**src/rtl/paralelo_serial_tx_pkg.sv**
```systemverilog
// Shared PHY definitions for the serial lane: fill symbol, slot timing, FSM encoding.
// The phy_rx receiver imports the same package.
package paralelo_serial_tx_pkg;

   localparam logic [7:0]  COMMA_SYM   = 8'hBC;
   localparam logic [1:0]  SLOT_LAST   = 2'b11;
   localparam int unsigned N_TRAIN_DEF = 4;

   typedef enum logic {
      ST_TRAIN = 1'b0,
      ST_DATA  = 1'b1
   } tx_state_e;

   // Symbol to put on the wire for a {valid, data} word: invalid words become fill.
   function automatic logic [7:0] word_sym(input logic [8:0] word, input logic [7:0] comma);
      return word[8] ? word[7:0] : comma;
   endfunction

endpackage

```
**src/rtl/ps_tx_shifter.sv**
```systemverilog
// Symbol shift register for the serial TX lane. Loads a full symbol on the last slot,
// otherwise shifts left by one pair; the top pair is the line output.
module ps_tx_shifter
   import paralelo_serial_tx_pkg::*;
#(
   parameter logic [7:0] RESET_SYM = COMMA_SYM
) (
   input  logic       clk16,
   input  logic       reset16,
   input  logic       load,
   input  logic [7:0] load_sym,
   output logic [1:0] outSerial
);

   logic [7:0] sym;

   // Load a new symbol or shift out the next pair; reset aborts any in-flight symbol
   always_ff @(posedge clk16) begin
      if (!reset16) begin
         sym <= RESET_SYM;
      end else if (load) begin
         sym <= load_sym;
      end else begin
         sym <= {sym[5:0], 2'b00};
      end
   end

   assign outSerial = sym[7:6];

endmodule

```
**src/rtl/paralelo_serial_tx.sv**
```systemverilog
// Transmit half of the 2-bit serial PHY lane. Serialises 9-bit {valid, data} words into
// four 2-bit symbols MSB pair first, sending comma fill for invalid words and an N_TRAIN
// comma preamble after reset.
// Optional: define PS_TX_STATS_EN to add the data_count port (valid words sent).
module paralelo_serial_tx
   import paralelo_serial_tx_pkg::*;
#(
   parameter logic [7:0]  COMMA   = COMMA_SYM,
   parameter int unsigned N_TRAIN = N_TRAIN_DEF
) (
   input  logic        clk16,
   input  logic        reset16,
   input  logic [8:0]  inParalelo,
   output logic [1:0]  outSerial,
   output logic        in_ready,
   output logic        tx_active,
   output logic        comma_collision
`ifdef PS_TX_STATS_EN
   ,
   output logic [15:0] data_count
`endif
);

   localparam logic [3:0] TRAIN_LAST = 4'(N_TRAIN - 1);

   logic [1:0] i;
   tx_state_e  state;
   logic [3:0] train_cnt;
   logic       slot_last;
   logic [7:0] load_sym;

   assign slot_last = (i == SLOT_LAST);
   assign tx_active = (state == ST_DATA);

   // Handshake: every last slot in DATA, only the final preamble slot in TRAIN
   always_comb begin
      in_ready = slot_last && ((state == ST_DATA) || (train_cnt == TRAIN_LAST));
   end

   // Next symbol: captured word on a sampling edge, otherwise training fill
   always_comb begin
      load_sym = COMMA;
      if (in_ready) begin
         load_sym = word_sym(inParalelo, COMMA);
      end
   end

   // Slot counter, training FSM and registered collision pulse
   always_ff @(posedge clk16) begin
      if (!reset16) begin
         i               <= '0;
         state           <= ST_TRAIN;
         train_cnt       <= '0;
         comma_collision <= 1'b0;
      end else begin
         i               <= i + 2'd1;
         comma_collision <= in_ready && inParalelo[8] && (inParalelo[7:0] == COMMA);
         if ((state == ST_TRAIN) && slot_last) begin
            if (in_ready) begin
               state <= ST_DATA;
            end else begin
               train_cnt <= train_cnt + 4'd1;
            end
         end
      end
   end

`ifdef PS_TX_STATS_EN
   // Count valid words captured on sampling edges; wraps naturally at 16 bits
   always_ff @(posedge clk16) begin
      if (!reset16) begin
         data_count <= '0;
      end else if (in_ready && inParalelo[8]) begin
         data_count <= data_count + 16'd1;
      end
   end
`endif

   ps_tx_shifter #(
      .RESET_SYM (COMMA)
   ) u_shifter (
      .clk16     (clk16),
      .reset16   (reset16),
      .load      (slot_last),
      .load_sym  (load_sym),
      .outSerial (outSerial)
   );

endmodule

```
**config.mk**
```make
export PLATFORM = sky130hd
export DESIGN_NAME = paralelo_serial_tx
export DESIGN_NICKNAME = d
export VERILOG_FILES = /design/src/rtl/paralelo_serial_tx_pkg.sv /design/src/rtl/ps_tx_shifter.sv /design/src/rtl/paralelo_serial_tx.sv
export SDC_FILE = /design/constraint.sdc
export NUM_CORES = 1
export LEC_CHECK = 0
export CELL_PAD_IN_SITES_DETAIL_PLACEMENT = 1
export CELL_PAD_IN_SITES_GLOBAL_PLACEMENT = 1
export CORE_UTILIZATION = 39
export CTS_CLUSTER_DIAMETER = 50
export DETAILED_ROUTE_END_ITERATION = 10
export GPL_TIMING_DRIVEN = 0
export PLACE_DENSITY_LB_ADDON = 0.2
export SYNTH_ARGS = -nofsm -noshare
export SYNTH_HDL_FRONTEND = slang
export SYNTH_HIERARCHICAL = 1
export SYNTH_SLANG_ARGS = --single-unit
```
**constraint.sdc**
```tcl
create_clock -name clk16 -period 3.6 [get_ports clk16]
set_clock_uncertainty 0.1 [all_clocks]
set_input_delay 0.36 -clock clk16 [delete_from_list [all_inputs] [get_ports clk16]]
set_output_delay 0.36 -clock clk16 [all_outputs]
set_load 0.01 [all_outputs]
```
==> flow_summary.json <==
{
  "synth-adder-area-share": 0.0351,
  "first_iter_violations": 2,
  "rr_startpoint": "train_cnt[0]$_SDFFE_PN0P_",
  "synth_common_cells": "16 x dfxtp_1, 8 x mux2i_1, 7 x nand2_1",
  "area_growth_pct": 30.5,
  "regToRegEndpoint": "u_shifter/sym[7]$_SDFF_PN1_",
  "antenna_found_initial": 0,
  "crit_arrival_ns": 1.86,
  "holdPathEnd": "i[0]$_SDFF_PN0_",
  "yosys.cell_types.count": 24,
  "drtAntennaViolNets": 0,
  "first_pass_iters": 2,
  "clockPowerShare": 0.336,
  "hold_start": "i[0]$_SDFF_PN0_",
  "hold_viol": 0,
  "min_period_ns": 2.32,
  "synth_top_family_by_area": "simple AND/OR/NAND/NOR gates",
  "die_x_um": 44.8,
  "cpMaxStageDelayCell": "clkdlybuf4s50_1",
  "final_util": 0.539,
  "synth.area.mux_share": 0.112,
  "ir_drop_uv": 249,
  "die_h_um": 44.8,
  "dieArea_mm2": 0.00200,
  "synthTopCellsByArea": "dfxtp_1 45%, mux2i_1 11%, or2_1 4.4%",
  "grt_overflow": 0,
  "grt_max_degree": 18,
  "synth_top_area_frac": 0.449,
  "port_buffers": 15,
  "n_fill_cell": 193,
  "yosysSeqAreaShare": 0.449,
  "syn-num-nets": 82,
  "p_leak_uw": 0.000362,
  "tns_ns": 0,
  "initial_core_util": 0.413,
  "p_switching_uw": 69.9,
  "cts_resized": 0,
  "swShare": 0.206,
  "grt_pass1_wl_um": 2250,
  "drive_gt1_frac": 0.148,
  "n_antenna_cell": 0,
  "tightest_slew_ns": 0.516,
  "synth-async-reset-ratio": 0,
  "cts_tree": "yes",
  "cts_hold_buf": 0,
  "reg2regPathDepth": 6,
  "ios": 16,
  "end_kind": "output port",
  "gr-usage-all-layers": 0.160,
  "wl_per_cell_um": 12.6,
  "powerDensity_mw_per_mm2": 364,
  "crit_type": "flip-flop to output port",
  "fmax_ghz": 0.431,
  "post_cts_buffers": 0,
  "critPathLaunch": "train_cnt[0]$_SDFFE_PN0P_",
  "cts_buffers": 3,
  "ys_ff_latch": 16,
  "worstHoldPathType": "flip-flop to flip-flop",
  "final.period_utilization": 0.644,
  "syn_inst": 69,
  "cp.buffers_inverters": 1,
  "yosys_warnings": 6,
  "synth_most_common_cell": "dfxtp_1",
  "p_comb_frac": 0.112,
  "drt-total-wl_um": 1430,
  "synth-compound-area-share": 0.0754,
  "crit_fanout": 5,
  "gp_congestion": 0.684,
  "avgViaCountPerCell": 4.85,
  "vias": 548,
  "cts.sinks": 16,
  "path_clk_slew_ns": 0.09,
  "synth_xor_xnor_area_share": 0,
  "required_ns": 3.14,
  "rsz0062_at_grt": "false",
  "max_slew_margin": 0.655,
  "synth_flop_cell": "dfxtp_1",
  "start_kind": "flip-flop",
  "setup_viol": 0,
  "worst_path_dominant_cell_family": "buffers and inverters",
  "nets": 102,
  "synth_simple_gate_area_frac": 0.291,
  "crit_chain": "ha_1 -> nor3b_4 -> o21a_2 -> clkdlybuf4s50_1",
  "maxCapViolCount": 0,
  "synth-edff-count": 0,
  "worstHoldPathCells": 1,
  "r2r_slack_ns": 1.87,
  "synth_top_cell_by_area": "dfxtp_1",
  "clock_latency_ns": 0.28,
  "p_int_uw": 269,
  "drc_errors": 0,
  "syn_area_per_cell_um2": 10.3,
  "synth_area_um2": 713,
  "grt_pass1_vias": 508,
  "core_mm2": 0.00173,
  "run_status": "finished clean",
  "critPathMaxStageDelay_ns": 0.54,
  "h-tree-depth": 1,
  "cts.path.max_buffers": 2,
  "cts_root_buf": "clkbuf_4",
  "std_cell_rows": 15,
  "seqPwrFrac": 0.552,
  "slew_viol_final": 0
}
==> routing by layer <==
metal | vias up | track usage | wire [µm]
li1 | 279 | - | -
met1 | 258 | 0.200 | 642
met2 | 9 | 0.253 | 716
met3 | 2 | 0.0600 | 54
met4 | 0 | 0.0545 | 12
met5 | - | 0 | 0
==> power by group through the flow <==
| stage | Clock [µW] | Combinational [µW] | Sequential (µW) |
|---|---|---|---|
| floorplan | 0 | 18.0 | 191 |
| global placement | 0 | 37.3 | 191 |
| detailed placement | 0 | 38.2 | 191 |
| CTS | 119 | 38.6 | 187 |
| global route | 128 | 41.6 | 188 |
| finish | 114 | 38.0 | 187 |
==> worst max path at each step <==
stage                                  endpoint  slack, ns  depth (start not counted)
floorplan           u_shifter/sym[0]$_SDFF_PN0_       2.13                          5
global placement                       in_ready       1.59                          4
detailed placement                     in_ready       1.58                          4
CTS                                    in_ready       1.25                          4
global route                           in_ready       1.18                          4
finish                                 in_ready       1.28                          4
==> flip-flops by register name, indices dropped and copies added (netlist names) <==
signal           flops
comma_collision      1
u_shifter/sym        8
tx_active            1
train_cnt            4
i                    2
==> logic make-up after synthesis <==
family | count (synthesis)
buf+inv | 3
flops | 16
simple gates | 33
compound gates | 7
mux | 8
fa+ha+maj | 2
==> worst reg2reg max path: cells and delay by family (launching register included) <==
kind                     cells  cell delay, ns
AO/OA/AOI/OAI                1            0.17
adder cells (fa/ha/maj)      1            0.18
flip-flops                   1            0.37
multiplexers                 1            0.17
AND/OR/NAND/NOR              3            0.61
==> metrics by stage <==
step,std cells,instance area (µm²),total power [µW],hold slack (ns),setup WS [ns]
floorplan,69,713,209,0.298,2.13
global placement,109,895,228,0.314,1.59
detailed placement,109,895,230,0.316,1.58
CTS,113,931,345,0.331,1.25
global route,113,931,357,0.360,1.18
finish,113,931,339,0.325,1.28
==> final cells by class <==
class | count | area [µm²] | area share
sequential | 16 | 320 | 0.344
tap | 25 | 31.3 | 0.0336
clock buffer | 4 | 36.3 | 0.0390
buffer | 3 | 26.3 | 0.0282
timing repair buffer | 15 | 150 | 0.161
multi-input combinational | 50 | 367 | 0.394
==> layout by cell type, fill, tap and decap left out, drive strengths merged, types with 2 or more instances in the layout <==
cell type / Yosys / final
buf: 3 / 3
clkdlybuf4s50: 0 / 15
mux2i: 8 / 8
a21boi: 2 / 2
nor2b: 4 / 4
nand3: 3 / 3
clkbuf: 0 / 4
ha: 2 / 2
o21a: 2 / 2
dfxtp: 16 / 16
o21ai: 2 / 2
or3: 2 / 2
or2: 5 / 5
nand2: 7 / 7
and3: 5 / 5
(Power assumes the default switching activity.)
